### src/rtl/bp_stream_to_lite.sv
// rtl/bp_stream_to_lite.sv - collects narrow mem-stream beats into one wide lite message
//
// Purpose
//   Gathers the beats of one stream message into a wide register. The header
//   is taken from beat 0 and the message is presented as a single lite
//   message: header in the upper bits, data in the lower bits.
//
// Ports
//   clk_i            in   1                   clock, all state on the rising edge
//   reset_i          in   1                   asynchronous, active-high reset
//   mem_header_i     in   HDR                 stream header, valid with every beat
//   mem_data_i       in   in_data_width_p     stream beat data
//   mem_v_i          in   1                   beat valid
//   mem_ready_and_o  out  1                   beat taken when mem_v_i & mem_ready_and_o
//   mem_o            out  HDR+out_data_width  lite message {header, data}
//   mem_v_o          out  1                   lite message valid
//   mem_yumi_i       in   1                   consumer takes mem_o (only while mem_v_o)
//
// Header layout (LSB first): msg_type[3:0], addr[paddr-1:0], size[2:0],
// payload {lce_id, way}. Size encodes a byte count of (1 << size).

package bp_stream_to_lite_pkg;

  typedef enum int {
    e_bp_default_cfg = 0
  } bp_params_e;

  typedef enum logic [3:0] {
    e_mem_msg_rd    = 4'd0,
    e_mem_msg_wr    = 4'd1,
    e_mem_msg_uc_rd = 4'd2,
    e_mem_msg_uc_wr = 4'd3,
    e_mem_msg_pre   = 4'd4,
    e_mem_msg_amo   = 4'd5
  } bp_mem_msg_e;

  localparam int mem_msg_width_gp  = 4;
  localparam int mem_size_width_gp = 3;

  function automatic int cfg_paddr_width(bp_params_e cfg);
    case (cfg)
      e_bp_default_cfg: return 40;
      default:          return 40;
    endcase
  endfunction

  function automatic int cfg_lce_id_width(bp_params_e cfg);
    case (cfg)
      e_bp_default_cfg: return 4;
      default:          return 4;
    endcase
  endfunction

  function automatic int cfg_lce_assoc(bp_params_e cfg);
    case (cfg)
      e_bp_default_cfg: return 8;
      default:          return 8;
    endcase
  endfunction

  function automatic int cfg_mem_header_width(bp_params_e cfg);
    return mem_msg_width_gp + cfg_paddr_width(cfg) + mem_size_width_gp
         + cfg_lce_id_width(cfg) + $clog2(cfg_lce_assoc(cfg));
  endfunction

endpackage

module bp_stream_to_lite
  import bp_stream_to_lite_pkg::*;
  #(parameter bp_params_e bp_params_p = e_bp_default_cfg
    , parameter int in_data_width_p  = int'("inv")
    , parameter int out_data_width_p = int'("inv")
    , parameter int master_p         = 0
    // "inv" marks an unset width; fall back to a legal pair so the block
    // still elaborates on its own.
    , localparam int in_width_lp  = (in_data_width_p  == int'("inv")) ? 64  : in_data_width_p
    , localparam int out_width_lp = (out_data_width_p == int'("inv")) ? 512 : out_data_width_p
    , localparam int hdr_width_lp = cfg_mem_header_width(bp_params_p)
    )
  (input  logic                           clk_i
   , input  logic                         reset_i
   , input  logic [hdr_width_lp-1:0]      mem_header_i
   , input  logic [in_width_lp-1:0]       mem_data_i
   , input  logic                         mem_v_i
   , output logic                         mem_ready_and_o
   , output logic [hdr_width_lp+out_width_lp-1:0] mem_o
   , output logic                         mem_v_o
   , input  logic                         mem_yumi_i
   );

  localparam int paddr_width_lp = cfg_paddr_width(bp_params_p);
  localparam int ib_raw_lp      = in_width_lp / 8;
  localparam int ib_lp          = (ib_raw_lp > 0) ? ib_raw_lp : 1;
  localparam int w_raw_lp       = out_width_lp / in_width_lp;
  localparam int w_lp           = (w_raw_lp > 0) ? w_raw_lp : 1;
  localparam int cnt_width_lp   = (w_lp > 1) ? $clog2(w_lp) : 1;
  localparam int size_lsb_lp    = mem_msg_width_gp + paddr_width_lp;

  // Width sanity checks, reported while the design is elaborated.
  if (in_width_lp > out_width_lp) begin : g_err_narrow
    $error("bp_stream_to_lite: in_data_width_p exceeds out_data_width_p");
  end
  if ((out_width_lp % in_width_lp) != 0) begin : g_err_ratio
    $error("bp_stream_to_lite: out_data_width_p is not a multiple of in_data_width_p");
  end

  typedef enum logic {
    e_collect = 1'b0,
    e_full    = 1'b1
  } state_e;

  state_e                    state_r, state_n;
  logic [cnt_width_lp-1:0]   cnt_r;
  logic [cnt_width_lp-1:0]   last_r;     // index of the final beat, from beat 0
  logic [cnt_width_lp-1:0]   last_n;     // final-beat index decoded from the live header
  logic [hdr_width_lp-1:0]   hdr_r;
  logic [out_width_lp-1:0]   data_r;

  logic                      accept;
  logic                      first_beat;
  logic                      last_beat;
  logic [mem_msg_width_gp-1:0] msg_type;
  logic [mem_size_width_gp-1:0] msg_size;
  logic                      is_wr;
  int                        bytes_l;
  int                        beats_l;

  assign accept     = mem_v_i & mem_ready_and_o;
  assign first_beat = (cnt_r == '0);
  assign msg_type   = mem_header_i[mem_msg_width_gp-1:0];
  assign msg_size   = mem_header_i[size_lsb_lp +: mem_size_width_gp];
  assign is_wr      = (msg_type == e_mem_msg_wr) || (msg_type == e_mem_msg_uc_wr);

  // Beat count of the message starting on this beat. Data travels with
  // writes on the command side and with reads on the response side; every
  // other combination is a header-only, single-beat message.
  always_comb begin
    bytes_l = 1 << msg_size;
    beats_l = bytes_l / ib_lp;
    if (beats_l < 1) begin
      beats_l = 1;
    end
    if (beats_l > w_lp) begin
      beats_l = w_lp;
    end
    if (((master_p != 0) ^ is_wr) == 1'b0) begin
      beats_l = 1;
    end
    last_n = cnt_width_lp'(beats_l - 1);
  end

  // On beat 0 the beat count comes straight from the header being accepted;
  // later beats compare against the value latched from beat 0.
  assign last_beat = first_beat ? (last_n == '0) : (cnt_r == last_r);

  // ---------------- FSM: state register ----------------
  always_ff @(posedge clk_i or posedge reset_i) begin
    if (reset_i) begin
      state_r <= e_collect;
    end else begin
      state_r <= state_n;
    end
  end

  // ---------------- FSM: next state ----------------
  always_comb begin
    state_n = state_r;
    case (state_r)
      e_collect: if (accept && last_beat) state_n = e_full;
      e_full:    if (mem_yumi_i)          state_n = e_collect;
      default:   state_n = e_collect;
    endcase
  end

  // ---------------- FSM: outputs ----------------
  // Ready is also gated by reset so that nothing is taken while reset is
  // held, even though the state register already reads COLLECT.
  always_comb begin
    mem_ready_and_o = 1'b0;
    mem_v_o         = 1'b0;
    case (state_r)
      e_collect: mem_ready_and_o = ~reset_i;
      e_full:    mem_v_o         = 1'b1;
      default:   ;
    endcase
  end

  // Beat counter: wraps to 0 on the final beat so the next message
  // starts from slot 0; reset discards any partially collected message.
  always_ff @(posedge clk_i or posedge reset_i) begin
    if (reset_i) begin
      cnt_r <= '0;
    end else if (accept) begin
      cnt_r <= last_beat ? '0 : cnt_r + 1'b1;
    end
  end

  // Header and data capture. Beat 0 is written into every slot, which
  // yields the replicated image for single-beat messages; later beats then
  // overwrite their own slot. Later headers are ignored so the message
  // carries the address of beat 0.
  always_ff @(posedge clk_i) begin
    if (accept) begin
      if (first_beat) begin
        hdr_r  <= mem_header_i;
        last_r <= last_n;
        data_r <= {w_lp{mem_data_i}};
      end else begin
        data_r[cnt_r*in_width_lp +: in_width_lp] <= mem_data_i;
      end
    end
  end

  assign mem_o = {hdr_r, data_r};

  // Every beat of one message must carry the same message type.
  assert property (@(posedge clk_i) disable iff (reset_i)
                   (accept && !first_beat) |-> (msg_type == hdr_r[mem_msg_width_gp-1:0]))
    else $error("bp_stream_to_lite: msg_type changed within a message");

endmodule

### config.mk
export PLATFORM = sky130hd
export DESIGN_NAME = bp_stream_to_lite
export DESIGN_NICKNAME = d
export VERILOG_FILES = /design/src/rtl/bp_stream_to_lite.sv
export SDC_FILE = /design/constraint.sdc
export NUM_CORES = 1
export LEC_CHECK = 0
export BUFFER_PORTS_ARGS = -buffer_cell sky130_fd_sc_hd__buf_2
export CAP_MARGIN = 25
export CORE_AREA = 2 2 272 274
export CTS_CLUSTER_DIAMETER = 60
export DETAILED_ROUTE_END_ITERATION = 10
export DIE_AREA = 0 0 274 276
export PLACE_DENSITY_LB_ADDON = 0.08
export SLEW_MARGIN = 20
export SYNTH_ARGS = -nofsm -noshare
export SYNTH_HDL_FRONTEND = slang
export SYNTH_SLANG_ARGS = --single-unit
### constraint.sdc
create_clock -name clk_i -period 6.8 [get_ports clk_i]
set_clock_uncertainty 0.05 [all_clocks]
set_input_delay 1.36 -clock clk_i [delete_from_list [all_inputs] [get_ports clk_i]]
set_output_delay 1.36 -clock clk_i [all_outputs]
set_load 0.05 [all_outputs]
# Yosys cells after proc, flatten, opt, wreduce, memory -nomap -nowiden
# Index checks and enable logic that the tools add are counted.
[word_totals]
regBits = 573
out_inout_bits = 568
[classes]
addsub = 4
magnitude_cmp = 2
n_eq_ne = 3
shifts = 3
muxes = 12
n_bitwise = 4
reduce_logical = 6
[ops]
columns = ["operator", "n"]
rows = [
  ["512-bit bitwise mux", 1],
  ["512-bit 2-to-1 mux", 1],
  ["64-bit by 34-bit variable shift with 512-bit output (first input constant)", 1],
  ["64-bit by 34-bit variable part select with 512-bit output", 1],
  ["9-bit negation with 34-bit output", 1],
  ["32-bit by 1-bit adder with 32-bit output", 1],
  ["32-bit by 5-bit greater-than comparator with 1-bit output (second input constant)", 1],
  ["32-bit by 2-bit < comparator with 1-bit output (second input constant)", 1],
  ["32-bit 2-to-1 mux", 1],
  ["1-bit by 3-bit << shifter with 32-bit output (first input constant)", 1],
  ["3-bit 2-to-1 mux", 3],
  ["3-bit zero test", 2],
  ["1-bit 2-to-1 mux", 5],
  ["4-bit by 1-bit equality test with 1-bit output (second input constant)", 1],
  ["4-bit by 2-bit equality test with 1-bit output (second input constant)", 1],
  ["3-bit by 1-bit adder with 3-bit output (second input constant)", 1],
  ["3-bit equality test", 1],
  ["3-bit OR reduction", 1],
  ["3-bit by 2-bit subtractor with 3-bit output (second input constant)", 1],
  ["1-bit AND", 2],
  ["1-bit NOT", 2],
  ["1-bit one-hot mux with 2 select lines", 1],
  ["2-bit AND reduction", 1],
  ["1-bit logical AND", 1],
  ["1-bit logical OR", 1],
]

# Depth between registers and ports, before layout
# Gate-level depths: netlist of the first run.
[logic_depth]
word_depth = 15
mapped_depth = 10

# Worst setup path before layout of the first run
# OpenSTA, ideal clock, no wires.
[synth_path]
kind = "input port to flip-flop"
from = "in reset_i"
to = "reg data_r[128], enable pin"
setup_time_ps = 565
t_arrival_ps = 6447
path_slack_ps = -262
stages = 4
path_buffers = 2
path_cell_list = "or3b_2 -> clkbuf_1 -> buf_2 -> nor3_1"
[synth_between]
elab_chain_len = 3
[synth_lines]
columns = ["item", "line_no", "source"]
rows = [
  ["start, declared", "81", ", input logic reset_i"],
  ["1-bit NOT", "182", "e_collect: mem_ready_and_o = ~reset_i;"],
  ["1-bit 2-to-1 mux", "181", "case (state_r)"],
  ["1-bit AND", "128", "assign accept = mem_v_i & mem_ready_and_o;"],
  ["end signal, assigned", "207", "data_r <= {w_lp{mem_data_i}};"],
  ["end signal, assigned by index", "209", "data_r[cnt_r*in_width_lp +: in_width_lp] <= mem_data_i;"],
  ["end, declared", "117", "logic [out_width_lp-1:0] data_r;"],
]
# No other way between the ends.
# A chain may end at the register's enable or synchronous reset.

==> results of run 1 <==
final cells by class:
class / count / share of cell area, %
tap: 959 / 4.23
clock buffer: 95 / 6.65
timing repair buffer: 713 / 13.0
antenna: 1 / 0.00882
sequential: 573 / 60.6
inverter: 11 / 0.146
multi-input combinational: 562 / 14.4
clock inverter: 28 / 1.05
placed cells by master, fill, tap and decap left out, types with 2 or more instances in the layout:
master      instances
a21oi_4             2
ha_1                4
clkbuf_1           23
and2b_1             7
nor2_1              5
buf_2             689
nor2b_4            50
clkbuf_16          72
inv_6               5
a31oi_4             4
clkinvlp_4          2
clkinv_2            4
inv_1              10
buf_4              20
dfrtp_1             4
clkinv_1            9
and2_1             64
nand2_1             5
bufinv_16           5
buf_12              3
nor2_4              8
o21ai_0             2
nor2b_1           390
nand3_1             4
xnor2_1             4
edfxtp_1          569
power groups by stage:
stage	sequential, mW	clock, mW	combinational, mW
after floorplan	8.12	0	2.02
after global placement	5.52	0	6.34
after detailed placement	5.52	0	6.44
after CTS	5.46	3.73	6.43
after global routing	5.52	3.86	6.66
final	5.45	3.62	6.27
per-layer routing:
layer | part of all wire (%) | routed length [um]
met1 | 38 | 26700
met2 | 51 | 36300
met3 | 7.9 | 5600
met4 | 2.9 | 2030
met5 | 0 | 0
stage by stage:
stage	utilization, %	cells	setup WS [ns]
3_5_place_dp	36.0	2817	2.62
6_report	39.1	2942	2.86
3_3_place_gp	36.0	2814	2.48
5_1_grt	39.1	2941	2.56
2_1_floorplan	-	1205	1.46
4_1_cts	39.1	2940	2.74
flip-flops by register name, indices dropped and copies added, names as in the netlist:
signal   cells
cnt_r        3
hdr_r       54
state_r      1
last_r       3
data_r     512
logic make-up after synthesis:
group                      Yosys count  synth area share [%]
DFF                                573                  80.0
and+or+nand+nor                    539                  17.3
buffers and inverters               70                  1.81
AOI/OAI and AO/OA                   14                 0.466
adders and majority gates            5                 0.291
xor gates and xnor gates             4                 0.163
worst max-delay path, cell delays in order (launching register included):
cell     delay, ns
dfrtp_1       0.62
inv_1         0.18
ha_1          0.20
ha_4          0.71
inv_1         0.31
o41a_2        0.41
nor2_4        0.27
buf_4         0.72
final timing paths:
check,from,endpoint
worst max-delay path,cnt_r[0]$_DFFE_PP0P_,data_r[415]$_DFFE_PP_
worst min-delay path,state_r$_DFF_PP0_,state_r$_DFF_PP0_
worst max register to register,cnt_r[0]$_DFFE_PP0P_,data_r[415]$_DFFE_PP_
worst min register to register,state_r$_DFF_PP0_,state_r$_DFF_PP0_
max in group asynchronous,reset_i,state_r$_DFF_PP0_
min in group asynchronous,reset_i,cnt_r[2]$_DFFE_PP0P_
==> out/qor.yml, run 1 <==
outcome: "finished, final reports clean"
synth_area_leader_cell: "edfxtp_1"
cap_violations: 0
synth.yosys.seq_area_share_pct: 80.0
via_count: 12500
die_y_um: 276
pwr-share-clk_pct: 23.6
gp_routability_congestion: 0.769
tightest_slew_ns: 1.03
grt_usage_pct: 18.5
syn_inst: 1205
power_mw: 15.3
period_share_pct: 58.0
numCtsBuffers: 71
cts_setup_buffers: 0
slew_headroom_pct: 31.6
start_util_pct: 29.6
regArea_sq_um: 17200
wl_per_cell_um: 24.0
syn-num-nets: 1332
p_comb_share_pct: 40.9
syn_area_sq_um: 21500
p_int_mw: 8.63
via_per_inst: 4.25
hold_depth: 1
r2r_cells: 7
fill_cells: 6982
area_growth_pct: 32.1
cts_sinks: 573
die_width_um: 274
yosysTopAreaCellShare_pct: 79.5
synthFlopType: "edfxtp_1"
required_ns: 6.95
rsz0062_at_grt: "no"
met1_usage_pct: 21.1
whs_ns: 0.546
setup_viol: 0
synth_commonest_cells: "edfxtp_1 (569), nor2b_1 (390), and2_1 (64)"
first_global_vias: 13000
synthArstFlopShare_pct: 0.698
drc_errors: 0
hold_viol_final: 0
grt-busiest-layer: "met2"
end_kind: "flip-flop"
synth_area_leaders: "edfxtp_1 (80%), nor2b_1 (11%), nor2b_4 (3.2%), and2_1 (1.9%), buf_2 (0.63%)"
wirelength_mm: 70.7
first_iter_violations: 792
portBuffers: 689
finalSetupTns_ns: 0
grt_use_met3_pct: 5.99
holdBufCountCts: 0
multi_input_area_sq_um: 4070
ir_worst_vdd_uv: 459
grt-ovfl-total: 0
drive_gt1_share_pct: 44.1
clock_path_buffers: 3
arrival_ns: 4.10
grtUsageMet2_pct: 32.3
dr.pass1.iters: 5
grt_pass1_wl_mm: 99.4
power_density_nw_per_um2: 541
grt_antenna_before_repair: 4
r2r_setup_slack_ns: 2.86
cts_resized: 0
fp.dieArea_sq_um: 75600
rows: 99
place_area_sq_um: 26200
critPathLaunchType: "flip-flop"
hp-class: "reg2reg"
nets: 2059
synth.distinct_cells: 34
syn_avg_cell_area_sq_um: 17.8
switching_share_pct: 43.7
slew_violations: 0
design_area_sq_um: 28400
min_period_ns: 3.94
grt_max_degree: 75
io_pins: 690
crit_fanout: 74
synth_most_common_cell: "edfxtp_1"
ctsHtreeMaxLevel: 3
synth_seq_cells: 573
synth_warnings: 0
dp_hpwl_mm: 49.2
placeableCoreArea_sq_um: 72600
power_frac_seq_pct: 35.5
antenna_left: 0
fmaxAchievable_mhz: 254
cts_tree: "yes"
worstSetupPathType: "reg2reg"
cts.clk_slew.worst_paths_ns: 0.06
synth_edf_count: 569
leakage_nw: 10.9
switchingPower_mw: 6.71
cts-root-buf: "clkbuf_16"
insertion_delay_ns: 0.59
Note: power is estimated with default switching activity, not from simulation.
==> run 2, diff against run 1 <==
- ABC_AREA: default -> 1
- CORE_AREA: 2 2 272 274 -> 2 2 266 268
- DIE_AREA: 0 0 274 276 -> 0 0 268 270
- clock period: 6.8 -> 3.9 ns (I/O delays scaled with it)
==> run 2 against run 1 <==
Sequential power is 74% higher. Clock-buffer cell count is 12 lower. Core utilization up 0.17 points. Synthesized cell count up 11%. Combinational power grew 72%. Via count is 4.3% higher. Highest routed layer is now met5.
==> out/qor.yml, run 2 <==
io_pins: 690  # unchanged
outcome: "finished, final reports clean"
via_count: 13000  # +4.3%
slew_headroom_pct: 38.9  # +7.3 points
holdBufCountCts: 0  # unchanged
via_per_inst: 4.26  # +0.33%
antenna_left: 0  # unchanged
cp_slowest_cell: "buf_4"
area_growth_pct: 33.2
cts_resized: 0  # unchanged
first_iter_violations: 945  # +19%
reg_top3: "data_r x512, hdr_r x54"
final_common_cell: "buf_2"
synth_commonest_cells: "edfxtp_1 (569), nor2_1 (409), inv_1 (139)"
grt_pass1_wl_mm: 98.7  # -0.72%
max_stage_delay_ns: 0.69  # -0.03 ns
grt_antenna_before_repair: 2  # -2
syn_avg_cell_area_sq_um: 15.3  # -14%
period_share_pct: 76.3  # +18 points
min_period_ns: 2.98  # -0.967 ns
syn-num-nets: 1470  # +10%
dr.pass1.iters: 8  # +3
largest_register_ffs: 512  # unchanged
numCtsBuffers: 67  # -5.6%
dp_hpwl_mm: 48.2  # -2.1%
start_util_pct: 29.5  # -0.12 points
worstPathCellList: "inv_4, ha_1, ha_4, inv_2, a41oi_4, buf_4, nor2_1"
yosysTopAreaCellShare_pct: 83.3  # +3.8 points
cap_violations: 0  # unchanged
path_delay_family: "buffers and inverters"
rsz0062_at_grt: "no"
grt_usage_pct: 19.1  # +0.67 points
synth_area_leader_cell: "edfxtp_1"
synth_edf_count: 569  # unchanged
largest_register: "data_r"
final_util_pct: 39.3  # +0.17 points
synth_adder_area_share_pct: 0.305  # +0.014 points
synth_seq_cells: 573  # unchanged
met1_usage_pct: 21.7  # +0.62 points
gp_routability_congestion: 0.779  # +1.2%
ctsHtreeMaxLevel: 3  # unchanged
synthFlopType: "edfxtp_1"
hold_viol_final: 0  # unchanged
grt-busiest-layer: "met2"
synth_area_leaders: "edfxtp_1 (83%), nor2_1 (7.5%), inv_1 (2.5%), nor2_2 (1.6%), nand2_1 (1.4%)"
synth_xor_area_share_pct: 0.171  # +0.0078 points
synth.mux.area_fraction_pct: 0  # unchanged
critPathLaunchType: "flip-flop"
synth_warnings: 0  # unchanged
cts_sinks: 573  # unchanged
synth_compound_area_share_pct: 0.482  # +0.016 points
nets: 2199  # +6.8%
die_y_um: 270  # -2.2%
design_area_sq_um: 27300  # -3.8%
power_density_nw_per_um2: 963  # +78%
finalSetupTns_ns: 0  # unchanged
leakage_nw: 11.3  # +3.7%
power_mw: 26.3  # +71%
first_global_vias: 13400  # +3.3%
drc_errors: 0  # unchanged
fmaxAchievable_mhz: 336  # +32%
end_kind: "flip-flop"
ir_worst_vdd_uv: 807  # +76%
grtUsageMet2_pct: 33.5  # +1.2 points
rows: 97  # -2.0%
place_area_sq_um: 25200  # -3.6%
setup_viol: 0  # unchanged
required_ns: 4.15  # -2.80 ns
hp-class: "in2async"
wl_per_cell_um: 22.9  # -4.8%
tightest_slew_ns: 0.917  # -0.109 ns
synth.distinct_cells: 28  # -18%
synthArstFlopShare_pct: 0.698  # unchanged
crit_fanout: 64  # -14%
cts_setup_buffers: 0  # unchanged
arrival_ns: 3.23  # -0.87 ns
portBuffers: 689  # unchanged
fill_cells: 6768  # -3.1%
syn_inst: 1343  # +11%
synth_most_common_cell: "edfxtp_1"
placeableCoreArea_sq_um: 69500  # -4.2%
syn_area_sq_um: 20500  # -4.6%
dp.cells: 2943  # +4.5%
wirelength_mm: 70.0  # -1.0%
drive_gt1_share_pct: 41.5  # -2.5 points
worstSetupPathType: "reg2reg"
insertion_delay_ns: 0.57  # -0.02 ns
grt_max_degree: 66  # -12%
fp.dieArea_sq_um: 72400  # -4.3%
grt_use_met3_pct: 5.94  # -0.057 points
synth_top_family_by_area: "simple AND/OR/NAND/NOR gates"
grt-ovfl-total: 0  # unchanged
die_width_um: 268  # -2.2%
clock_path_buffers: 3  # unchanged
cts.clk_slew.worst_paths_ns: 0.06  # about the same
final_cell_mix: "buf_2 (689), edfxtp_1 (569), nor2_1 (400)"
cts_tree: "yes"
cts-root-buf: "clkbuf_16"
finalNonFillerCells: 3058  # +3.9%
slew_violations: 0  # unchanged
n_antenna_cell: 0  # -1
path_buf_inv: 3  # unchanged
synth.yosys.seq_area_share_pct: 83.8  # +3.8 points
synthSimpleGateAreaFrac_pct: 10.8  # -6.5 points
run 2: per-layer routing:
| metal | share of wire [%] | wire length [um] | vias up |
|---|---|---|---|
| li1 | - | - | 5965 |
| met1 | 37 | 26100 | 6480 |
| met2 | 51 | 36000 | 477 |
| met3 | 7.7 | 5380 | 105 |
| met4 | 3.5 | 2430 | 4 |
| met5 | 0.043 | 30 | - |
run 2: final timing paths:
check | start | end | slack, ns | cells after the start
max in group asynchronous | reset_i | cnt_r[0]$_DFFE_PP0P_ | 3.53 | 2
worst max register to register | cnt_r[0]$_DFFE_PP0P_ | data_r[404]$_DFFE_PP_ | 0.92 | 7
worst min register to register | state_r$_DFF_PP0_ | state_r$_DFF_PP0_ | 0.54 | 2
worst max-delay path | cnt_r[0]$_DFFE_PP0P_ | data_r[404]$_DFFE_PP_ | 0.92 | 7
min in group clk_i | mem_header_i[36] | hdr_r[36]$_DFFE_PP_ | 0.32 | 1
worst min-delay path | reset_i | state_r$_DFF_PP0_ | 0.09 | 2
run 2: layout make-up:
cell class                 count  area (sq um)  share of cell area (%)
timing repair buffer         718          3780                    13.8
sequential                   573         17200                    62.9
tap                          940          1180                    4.31
inverter                     145           549                    2.01
multi-input combinational    567          2540                    9.32
clock inverter                32           290                    1.06
clock buffer                  83          1780                    6.52
run 2: cell families after synthesis:
family,after synthesis
xor+xnor,4
fa+ha+maj,5
simple gates,547
compound gates,11
buf+inv,203
flops,573
run 2: power by group:
part | total [mW] | internal, mW | switching, mW
sequential | 9.48 | 9.12 | 0.355
combinational | 10.8 | 1.87 | 8.89
clock | 6.05 | 3.56 | 2.49
total | 26.3 | 14.6 | 11.7
run 2: metrics by stage:
| step | setup slack [ns] | hold WS (ns) |
|---|---|---|
| global route | 0.756 | 0.0605 |
| CTS | 0.914 | 0.0454 |
| global placement | 1.02 | 0.533 |
| detailed placement | 0.925 | 0.525 |
| floorplan | 0.0252 | 0.485 |
| finish | 0.925 | 0.0898 |
